**src/rtl/uart_pkg.sv**
```systemverilog
// uart_pkg: register offsets, STATUS bit indices and FSM state types for uart_mmio.
// Build option: UART_PARITY_EN adds the PARITY states (8E1 frames).
package uart_pkg;
   localparam logic [31:0] TXD_OFF    = 32'h0;
   localparam logic [31:0] RXD_OFF    = 32'h4;
   localparam logic [31:0] STATUS_OFF = 32'h8;
   localparam logic [31:0] CTRL_OFF   = 32'hC;
   localparam int ST_RX_NEMPTY = 0;
   localparam int ST_RX_FULL   = 1;
   localparam int ST_TX_FULL   = 2;
   localparam int ST_TX_IDLE   = 3;
   localparam int ST_OVERRUN   = 4;
   localparam int ST_FRAMING   = 5;
   localparam int ST_PARITY    = 6;
`ifdef UART_PARITY_EN
   typedef enum logic [2:0] {RX_IDLE, RX_START, RX_DATA, RX_PARITY, RX_STOP, RX_WAIT_HIGH} rx_state_t;
   typedef enum logic [2:0] {TX_IDLE, TX_START, TX_DATA, TX_PARITY, TX_STOP} tx_state_t;
`else
   typedef enum logic [2:0] {RX_IDLE, RX_START, RX_DATA, RX_STOP, RX_WAIT_HIGH} rx_state_t;
   typedef enum logic [2:0] {TX_IDLE, TX_START, TX_DATA, TX_STOP} tx_state_t;
`endif
endpackage

```
**src/rtl/uart_mmio_sync_fifo.sv**
```systemverilog
// sync_fifo: show-ahead synchronous FIFO.
// Ports: clk, reset (sync, active-high); push/din write; pop reads dout (head);
// full, empty, count status. Push on full is accepted only with a simultaneous pop;
// pop on empty is ignored.
module sync_fifo #(
   parameter int WIDTH = 8,
   parameter int DEPTH = 8
) (
   input  logic                     clk,
   input  logic                     reset,
   input  logic                     push,
   input  logic                     pop,
   input  logic [WIDTH-1:0]         din,
   output logic [WIDTH-1:0]         dout,
   output logic                     full,
   output logic                     empty,
   output logic [$clog2(DEPTH):0]   count
);
   localparam int AW = $clog2(DEPTH);
   logic [WIDTH-1:0] mem [DEPTH];
   logic [AW-1:0] wp, rp;
   logic do_push, do_pop;
   assign full    = count == (AW+1)'(DEPTH);
   assign empty   = count == '0;
   assign do_pop  = pop & ~empty;
   assign do_push = push & (~full | pop);
   assign dout    = mem[rp];
   always_ff @(posedge clk)
      if (do_push) mem[wp] <= din;
   always_ff @(posedge clk) begin
      if (reset) begin
         wp    <= '0;
         rp    <= '0;
         count <= '0;
      end else begin
         wp    <= do_push ? wp + 1'b1 : wp;
         rp    <= do_pop ? rp + 1'b1 : rp;
         count <= count + (AW+1)'(do_push) - (AW+1)'(do_pop);
      end
   end
endmodule

```
**src/rtl/uart_mmio.sv**
```systemverilog
// uart_mmio: memory-mapped full-duplex UART with baud divisor, RX/TX FIFOs,
// sticky error flags and maskable level interrupt.
// Ports: clk, reset (sync, active-high); rd/wr/addr/wdata/rdata peripheral bus;
// irqout level interrupt; UART_RX async serial in; UART_TX serial out (idle high).
// Build option: UART_PARITY_EN selects 8E1 frames instead of 8N1.
module uart_mmio
   import uart_pkg::*;
#(
   parameter int          BAUD_DIV   = 5208,
   parameter int          FIFO_DEPTH = 8,
   parameter logic [31:0] BASE_ADDR  = 32'h40000018
) (
   input  logic        clk,
   input  logic        reset,
   input  logic        rd,
   input  logic        wr,
   input  logic [31:0] addr,
   input  logic [31:0] wdata,
   output logic [31:0] rdata,
   output logic        irqout,
   input  logic        UART_RX,
   output logic        UART_TX
);
   localparam int CW = $clog2(BAUD_DIV);
   localparam int FW = $clog2(FIFO_DEPTH);
   localparam logic [CW-1:0] RELOAD = CW'(BAUD_DIV - 1);
   localparam logic [CW-1:0] HALF   = CW'(BAUD_DIV / 2 - 1);

   logic sel_txd, sel_rxd, sel_status, sel_ctrl, w1c;
   logic [1:0] ctrl;
   logic ovr, fe, pe;
   logic [6:0] status;
   logic unused_bits;
   assign sel_txd    = addr == BASE_ADDR + TXD_OFF;
   assign sel_rxd    = addr == BASE_ADDR + RXD_OFF;
   assign sel_status = addr == BASE_ADDR + STATUS_OFF;
   assign sel_ctrl   = addr == BASE_ADDR + CTRL_OFF;
   assign w1c        = wr & sel_status;
   assign unused_bits = ^wdata[31:8];

   logic rx_push, rx_pop, rx_full, rx_empty;
   logic tx_push, tx_pop, tx_full, tx_empty;
   logic [7:0] rx_dout, tx_dout, rx_sh, tx_sh;
   logic [FW:0] rx_count, tx_count;

   sync_fifo #(.WIDTH(8), .DEPTH(FIFO_DEPTH)) u_rx_fifo (
      .clk(clk), .reset(reset), .push(rx_push), .pop(rx_pop), .din(rx_sh),
      .dout(rx_dout), .full(rx_full), .empty(rx_empty), .count(rx_count));

   sync_fifo #(.WIDTH(8), .DEPTH(FIFO_DEPTH)) u_tx_fifo (
      .clk(clk), .reset(reset), .push(tx_push), .pop(tx_pop), .din(wdata[7:0]),
      .dout(tx_dout), .full(tx_full), .empty(tx_empty), .count(tx_count));

   // ---------------- RX ----------------
   rx_state_t rx_state;
   logic rx_s1, rx_s2, rx_s3, rx_tick, rx_ok, ovr_evt, fe_evt, pe_evt;
   logic [CW-1:0] rx_cnt;
   logic [2:0] rx_idx;
   assign rx_tick = rx_cnt == '0;
   assign rx_push = rx_state == RX_STOP & rx_tick & rx_s2 & rx_ok;
   assign rx_pop  = rd & sel_rxd & ~rx_empty;
   // a full FIFO still accepts the byte when the same cycle pops one
   assign ovr_evt = rx_push & rx_full & ~rx_pop;
   assign fe_evt  = rx_state == RX_STOP & rx_tick & ~rx_s2;

   always_ff @(posedge clk) begin
      if (reset) {rx_s1, rx_s2, rx_s3} <= 3'b111;
      else {rx_s1, rx_s2, rx_s3} <= {UART_RX, rx_s1, rx_s2};
   end

`ifdef UART_PARITY_EN
   logic par_bad;
   assign pe_evt = rx_state == RX_PARITY & rx_tick & (rx_s2 != ^rx_sh);
   assign rx_ok  = ~par_bad;
   always_ff @(posedge clk) begin
      if (reset) par_bad <= 1'b0;
      else if (rx_state == RX_PARITY & rx_tick) par_bad <= pe_evt;
   end
`else
   assign pe_evt = 1'b0;
   assign rx_ok  = 1'b1;
`endif

   // IDLE preloads the half-bit count so START lands on the start-bit midpoint
   always_ff @(posedge clk) begin
      if (reset) begin
         rx_state <= RX_IDLE;
         rx_cnt   <= '0;
         rx_idx   <= '0;
         rx_sh    <= '0;
      end else begin
         rx_cnt <= rx_state == RX_IDLE ? HALF : rx_tick ? RELOAD : rx_cnt - 1'b1;
         case (rx_state)
            RX_IDLE:      if (rx_s3 & ~rx_s2) rx_state <= RX_START;
            RX_START:     if (rx_tick) begin
                             rx_state <= rx_s2 ? RX_IDLE : RX_DATA;
                             rx_idx   <= '0;
                          end
            RX_DATA:      if (rx_tick) begin
                             rx_sh  <= {rx_s2, rx_sh[7:1]};
                             rx_idx <= rx_idx + 3'd1;
`ifdef UART_PARITY_EN
                             if (rx_idx == 3'd7) rx_state <= RX_PARITY;
`else
                             if (rx_idx == 3'd7) rx_state <= RX_STOP;
`endif
                          end
`ifdef UART_PARITY_EN
            RX_PARITY:    if (rx_tick) rx_state <= RX_STOP;
`endif
            RX_STOP:      if (rx_tick) rx_state <= rx_s2 ? RX_IDLE : RX_WAIT_HIGH;
            RX_WAIT_HIGH: if (rx_s2) rx_state <= RX_IDLE;
            default:      rx_state <= RX_IDLE;
         endcase
      end
   end

   // ---------------- TX ----------------
   tx_state_t tx_state;
   logic tx_tick, tx_q, tx_idle;
   logic [CW-1:0] tx_cnt;
   logic [2:0] tx_idx;
   assign tx_tick = tx_cnt == '0;
   assign tx_push = wr & sel_txd;
   // the next byte is fetched at the end of STOP so frames run back to back
   assign tx_pop  = ~tx_empty & (tx_state == TX_IDLE | (tx_state == TX_STOP & tx_tick));
   assign tx_idle = tx_count == '0 & tx_state == TX_IDLE;
   assign UART_TX = tx_q;

`ifdef UART_PARITY_EN
   logic tx_par;
   always_ff @(posedge clk) begin
      if (reset) tx_par <= 1'b0;
      else if (tx_pop) tx_par <= ^tx_dout;
   end
`endif

   // UART_TX is registered from the current state, so it trails the FSM by one cycle
   always_ff @(posedge clk) begin
      if (reset) begin
         tx_state <= TX_IDLE;
         tx_cnt   <= '0;
         tx_idx   <= '0;
         tx_sh    <= '0;
         tx_q     <= 1'b1;
      end else begin
         tx_cnt <= (tx_state == TX_IDLE | tx_tick) ? RELOAD : tx_cnt - 1'b1;
         tx_q   <= tx_state == TX_START ? 1'b0 :
                   tx_state == TX_DATA  ? tx_sh[0] :
`ifdef UART_PARITY_EN
                   tx_state == TX_PARITY ? tx_par :
`endif
                   1'b1;
         if (tx_pop) tx_sh <= tx_dout;
         case (tx_state)
            TX_IDLE:   if (tx_pop) tx_state <= TX_START;
            TX_START:  if (tx_tick) begin
                          tx_state <= TX_DATA;
                          tx_idx   <= '0;
                       end
            TX_DATA:   if (tx_tick) begin
                          tx_sh  <= {1'b0, tx_sh[7:1]};
                          tx_idx <= tx_idx + 3'd1;
`ifdef UART_PARITY_EN
                          if (tx_idx == 3'd7) tx_state <= TX_PARITY;
`else
                          if (tx_idx == 3'd7) tx_state <= TX_STOP;
`endif
                       end
`ifdef UART_PARITY_EN
            TX_PARITY: if (tx_tick) tx_state <= TX_STOP;
`endif
            TX_STOP:   if (tx_tick) tx_state <= tx_pop ? TX_START : TX_IDLE;
            default:   tx_state <= TX_IDLE;
         endcase
      end
   end

   // ---------------- registers ----------------
   // a new error event wins over a same-cycle write-1-to-clear
   always_ff @(posedge clk) begin
      if (reset) begin
         ctrl <= '0;
         ovr  <= 1'b0;
         fe   <= 1'b0;
         pe   <= 1'b0;
      end else begin
         ctrl <= wr & sel_ctrl ? wdata[1:0] : ctrl;
         ovr  <= ovr_evt | (ovr & ~(w1c & wdata[ST_OVERRUN]));
         fe   <= fe_evt | (fe & ~(w1c & wdata[ST_FRAMING]));
         pe   <= pe_evt | (pe & ~(w1c & wdata[ST_PARITY]));
      end
   end

   assign status = {pe, fe, ovr, tx_idle, tx_full, rx_full, rx_count != '0};
   assign irqout = (ctrl[0] & (status[ST_RX_NEMPTY] | ovr | fe | pe)) | (ctrl[1] & tx_idle);
   assign rdata  = !rd        ? 32'h0 :
                   sel_rxd    ? {24'h0, rx_empty ? 8'h00 : rx_dout} :
                   sel_status ? {25'h0, status} :
                   sel_ctrl   ? {30'h0, ctrl} : 32'h0;
endmodule

```
**config.mk**
```make
export PLATFORM = sky130hd
export DESIGN_NAME = uart_mmio
export DESIGN_NICKNAME = d
export VERILOG_FILES = /design/src/rtl/uart_pkg.sv /design/src/rtl/uart_mmio_sync_fifo.sv /design/src/rtl/uart_mmio.sv
export SDC_FILE = /design/constraint.sdc
export NUM_CORES = 1
export LEC_CHECK = 0
export ABC_AREA = 0
export CAP_MARGIN = 10
export CORE_ASPECT_RATIO = 1.4
export CORE_MARGIN = 2
export CORE_UTILIZATION = 45
export DETAILED_ROUTE_END_ITERATION = 8
export PLACE_DENSITY_LB_ADDON = 0.25
export SYNTH_ARGS = -nofsm -noshare
export SYNTH_HDL_FRONTEND = slang
export SYNTH_SLANG_ARGS = --single-unit
```
**constraint.sdc**
```tcl
create_clock -name clk -period 3.4 [get_ports clk]
set_input_delay 0.68 -clock clk [delete_from_list [all_inputs] [get_ports clk]]
set_output_delay 0.68 -clock clk [all_outputs]
set_load 0.005 [all_outputs]
```
==> Word-level counts from Yosys, hierarchy flattened <==
Memories as Yosys holds them, arrays and structs flattened. A register that Yosys moved wholly into a read port is not among the register bits.
Index checks and enable logic that the tools add are counted.
Widths: inputs -> output; s select.
{ "op_classes": {"bitwise": 45, "reduce_logical": 17, "muxes": 43, "n_eq_ne": 26, "add_sub_neg": 12} }
{ "op_table": {"columns": ["cell", "n"], "rows": [
  ["$eq 32x31->1 const B", 4],
  ["$mux 3", 20],
  ["$mux 8", 6],
  ["$and 1x1->1", 26],
  ["$logic_not 13->1", 2],
  ["$mux 13", 2],
  ["$sub 13x1->13 const B", 2],
  ["$add 3x1->3 const B", 6],
  ["$ne 2x2->1 const B", 9],
  ["$pmux 3 s5", 1],
  ["$eq 3x2->1 const B", 4],
  ["$mux 12", 1],
  ["$pmux 3 s2", 2],
  ["$pmux 3 s4", 1],
  ["$or 1x1->1", 10],
  ["$eq 3x3->1 const B", 3],
  ["$not 1->1", 9],
  ["$add 4x1->4", 2],
  ["$eq 4x4->1 const B", 2],
  ["$logic_not 4->1", 2],
  ["$sub 4x1->4", 2],
  ["$mux 1", 7],
  ["$mux 7", 1],
  ["$eq 3x1->1 const B", 2],
  ["other kinds (11)", 17]
]} }
{ "totals": {"reg_bits": 83, "ram_bits": 128, "wordCells": 170, "out_inout_bits": 34, "mem_count": 2} }
{ "mem_list": {"columns": ["memory", "words", "width", "rd", "rd_ports_with_merged_regs", "write_ports", "line", "source"], "rows": [
  ["u_rx_fifo.mem", 8, 8, 1, 1, 1, "uart_mmio_sync_fifo.sv:20", "logic [WIDTH-1:0] mem [DEPTH];"],
  ["u_tx_fifo.mem", 8, 8, 1, 1, 1, "uart_mmio_sync_fifo.sv:20", null]
]} }

==> Longest topological paths before layout <==
{ "logic_depth": {"depth_word": 8, "depth_mapped": 15, "depth_no_buf": 13} }

==> Modules after synthesis <==
From an unflattened synthesis, not the netlist that was laid out.
{ "unflattened": {"hier_cells": 731, "area_unflattened_um2": 9715.6} }
{ "by_module_without_submodules": {"columns": ["module", "area_per_inst_um2", "n_inst", "seq_area_each_um2", "cells_per_inst"], "rows": [
  ["sync_fifo", 3176.8, 2, 2182.1, 172],
  ["uart_mmio", 3362.0, 1, 1241.2, 387]
]} }

==> Least setup slack after synthesis <==
OpenSTA, ideal clock, no wires.
{ "synth_timing": {"kind": "input port to flip-flop", "from": "in addr[1]", "to": "mem u_rx_fifo.mem[0][0], enable pin", "path_stages": 6, "arrival_ps": 2839, "slack_ps": 166, "path_cell_list": "nor4b_2 nand4_2 or4_4 clkinv_1 o21ai_1 nor4_1"} }
{ "synth_via": {"elab_chain_cells": 7} }
{ "synth_rtl": {"columns": ["item", "line", "source"], "rows": [
  ["from (decl)", "uart_mmio.sv:17", "input logic [31:0] addr,"],
  ["$eq 32x31->1", "uart_mmio.sv:35", "assign sel_rxd = addr == BASE_ADDR + RXD_OFF;"],
  ["$and 1x1->1 (2 in series)", "uart_mmio.sv:61", "assign rx_pop = rd & sel_rxd & ~rx_empty;"],
  ["$or 1x1->1", "uart_mmio_sync_fifo.sv:26", "assign do_push = push & (~full | pop);"],
  ["$and 1x1->1", "uart_mmio_sync_fifo.sv:26", null],
  ["$mux 1", "uart_mmio_sync_fifo.sv:29", "if (do_push) mem[wp] <= din;"],
  ["$mux 1 (not written as such)", "uart_mmio_sync_fifo.sv:29", null],
  ["to (decl)", "uart_mmio_sync_fifo.sv:20", null]
]} }
No other way between the ends.

==> Worst setup path after layout <==
{ "layout_timing": {"from": "in addr[0]", "to": "out rdata[2]"} }
{ "layout_via": {"elab_chain_cells": 4} }
{ "layout_rtl": {"columns": ["item", "line", "source"], "rows": [
  ["$eq 32x31->1", "uart_mmio.sv:36", "assign sel_status = addr == BASE_ADDR + STATUS_OFF;"],
  ["$mux 7", "uart_mmio.sv:199", "sel_status ? {25'h0, status} :"],
  ["$mux 8 *", "uart_mmio.sv:198", "sel_rxd ? {24'h0, rx_empty ? 8'h00 : rx_dout} :"],
  ["$mux 8 *", "uart_mmio.sv:197", "assign rdata = !rd ? 32'h0 :"],
  ["to (decl)", "uart_mmio.sv:19", "output logic [31:0] rdata,"]
]} }
Mark *: on every way between the ends. The rest lies on a longest branch, timed or not.

==> impl_metrics.toml <==
[sta]
fin_skew_ns = 0.0275
setup_viol = 0
worst_slew_pin_slew_ns = 0.759
whs_ns = 0.413
fin_crit_sh_pct = 97.1
hold_viol = 0
slew_violations = 0
min_period_ns = 3.30
fmax_mhz = 303
slew_headroom_pct = 49.4

[final_layout]
drive_above_1_share_pct = 17.0
final_cell_area_um2 = 11400
fin_util_pct = 55.3
layout_common_cells = "edfxtp_1 (128), dfxtp_1 (88), nor2_1 (82)"
fillers = 1689
final_common_cell = "edfxtp_1"
finalNonFillerCells = 1132
area_growth_pct = 19.9
antenna_cells = 0
nNetsFinal = 958

[pwr]
powerDensity_nw_per_um2 = 592
p_leak_nw = 4.06
switching_share_pct = 25.6
comb_power_share_pct = 16.5
power_frac_clock_pct = 38.5
ir_drop_uv = 419
p_seq_share_pct = 45.1
switchingPower_mw = 1.72
p_int_mw = 5.00

[cts]
clk_pin_slew_ns = 0.06
cts_sinks = 216
clockBufferDepth = 3
cts_tree = "yes"
root_buffer = "clkbuf_16"
ctsHoldBuffers = 0
cts_buffers = 22
htree_levels = 1
clkLatencyLatePin_ns = 0.52

[floorplanning]
die_y_um = 176
core-area_um2 = 20600
rows = 62
io_pins = 103
dieArea_um2 = 22300
die_x_um = 127
initial_core_util_pct = 46.1

[critical_path]
slowest_delay_ns = 0.42
crit_path_end_kind = "primary output"
path_cells = "clkdlybuf4s50_1 -> nor4b_2 -> nand4_2 -> buf_6 -> nor4_4 -> buf_4 -> buf_4 -> nand2_1 -> a2bb2oi_2 -> buf_4"
arrival_ns = 2.62
cp.required_ns = 2.72
path_common_cell = "buf_4"
cp_max_fo = 5
r2r_setup_slack_ns = 0.43
slowest_stage = "clkdlybuf4s50_1"
critPathKind = "in -> out"
critPathLaunchType = "input port"

[drt]
drt_iter0_drc = 373
via_per_inst = 5.46
drt-total-wl_um = 20500
wl_per_cell_um = 18.1
ant_nets = 0
drc = 0
via_count = 6177
drtPass1Iterations = 5

[global_route]
grt_pass1_vias = 6330
overflow = 0
grt_max_degree = 34
grt_pass1_wl_um = 32500
track_usage_pct = 18.2
antenna_found_initial = 0

[logic_synthesis]
synth-edff-count = 128
netlist_area_um2 = 9480
synth-xor-area-share_pct = 2.22
synthCells = 765
ys_seq_area_share_pct = 59.1
async_reset_ff_share_pct = 0
yosys_warnings = 0
yosys_most_used_dff = "edfxtp_1"
ys_types = 65
synth-simple-area-share_pct = 13.4
syn_area_per_cell_um2 = 12.4
synth-compound-area-share_pct = 7.42
synth_top_family_by_area = "simple AND/OR/NAND/NOR gates"
synth_seq_cells = 216
muxShareOfSynthArea_pct = 9.24
synthAdderAreaFrac_pct = 3.99

[status]
status = "finished, final reports clean"

[placement]
placedCellCount = 1085
port_buffers = 54
dp.final_hpwl_um = 14300
place_area_um2 = 10400
globalplace.congestion = 0.791

[worst_hold_path]
min_path_type = "reg -> reg"

[flow_run]
drv_cap = 0
## what timing repair did
action,in CTS,in global routing
resized for setup,24,21
buffers inserted,6,2
setup endpoints to repair,8,9
pin swaps,8,13
## cells by family after synthesis
family                   Yosys count
AND/OR/NAND/NOR                  249
flip-flops                       216
buffers and inverters             85
adder cells (fa/ha/maj)           29
AO/OA/AOI/OAI                    106
other                              1
XOR/XNOR                          24
multiplexers                      55
## sequential cells by signal, summed over array words and instances (netlist names), 2 cells and up, named ones only
signal	flops
u_rx_fifo.mem	64
u_tx_fifo.mem	64
rx_cnt	13
tx_cnt	13
rx_sh	8
tx_sh	8
u_rx_fifo.count	4
u_tx_fifo.count	4
rx_idx	3
rx_state	3
tx_idx	3
u_rx_fifo.rp	3
u_rx_fifo.wp	3
u_tx_fifo.rp	3
u_tx_fifo.wp	3
ctrl	2
tx_state	2
## cell type report
cell class | count | area (um^2) | area share, %
multi-input cells | 487 | 3640 | 32.0
flip-flops and latches | 216 | 5610 | 49.3
inverters | 29 | 109 | 0.958
well taps | 256 | 320 | 2.82
repair buffers | 104 | 906 | 7.97
clock inverters | 15 | 221 | 1.95
clock buffers | 25 | 562 | 4.94
## final timing paths
check	endpoint	depth (start not counted)	from
setup / recovery	rdata[2]	10	addr[0]
hold reg to reg	rx_s2	1	rx_s1
hold / removal	rx_s2	1	rx_s1
setup reg to reg	u_rx_fifo.count[2]	14	u_rx_fifo.count[2]
## layer usage
metal  track usage [%]  vias to the layer above  share of wire, %  routed length (um)
met1              20.6                     3019                39                7970
li1                  -                     2972                 -                   -
met3              2.62                       50               3.9                 803
met5                 0                        -                 0                   0
met4              6.64                        0               3.0                 620
met2              34.5                      136                54               11100
## critical path: cells and delay by family
kind	cells	cell delay (ns)
simple gates	4	0.76
compound gates	1	0.21
buf+inv	5	0.98
## power by group through the flow
stage               clock network [mW]  logic [mW]  registers, mW
floorplan                            0       0.880           3.01
global placement                     0        1.05           3.08
detailed placement                   0        1.11           3.09
CTS                               2.64        1.12           3.03
global route                      2.75        1.24           3.05
finish                            2.59        1.11           3.03
## stage by stage
stage | worst slack, ns | setup TNS [ns] | power (mW)
2_1_floorplan | 0.166 | 0 | 3.89
3_3_place_gp | -0.421 | -8.77 | 4.13
3_5_place_dp | -0.481 | -17.12 | 4.20
4_1_cts | -0.0220 | -0.0220 | 6.79
5_1_grt | -0.00311 | -0.00311 | 7.04
6_report | 0.0971 | 0 | 6.72
## synthesized netlist by cell type (4+ instances only)
| library cell | number | area [um^2] |
|---|---|---|
| nor2_1 | 83 | 312 |
| buf_4 | 25 | 188 |
| nor3_1 | 19 | 95.1 |
| clkbuf_1 | 22 | 82.6 |
| buf_2 | 6 | 30.0 |
| xor2_1 | 8 | 70.1 |
| nor4_2 | 4 | 50.1 |
| nor3b_1 | 5 | 37.5 |
| inv_1 | 27 | 101 |
| ha_1 | 27 | 338 |
| edfxtp_1 | 128 | 3840 |
| or3_1 | 7 | 43.8 |
| a311oi_1 | 7 | 61.3 |
| nor4_1 | 14 | 87.6 |
| nand4_1 | 5 | 31.3 |
| and3_1 | 4 | 25.0 |
| or4_1 | 7 | 52.6 |
| a2bb2oi_1 | 5 | 43.8 |
| dfxtp_1 | 88 | 1760 |
| a22oi_1 | 4 | 30.0 |
| mux2i_1 | 29 | 290 |
| nand2b_1 | 8 | 50.1 |
| a211oi_1 | 12 | 90.1 |
| nor2b_1 | 13 | 81.3 |
| a21oi_1 | 40 | 200 |
| nand3_1 | 12 | 60.1 |
| nand2_1 | 48 | 180 |
| xnor2_1 | 16 | 140 |
| o21ai_0 | 10 | 50.1 |
| mux4_2 | 26 | 586 |
Power figures use the tool's default switching activity.
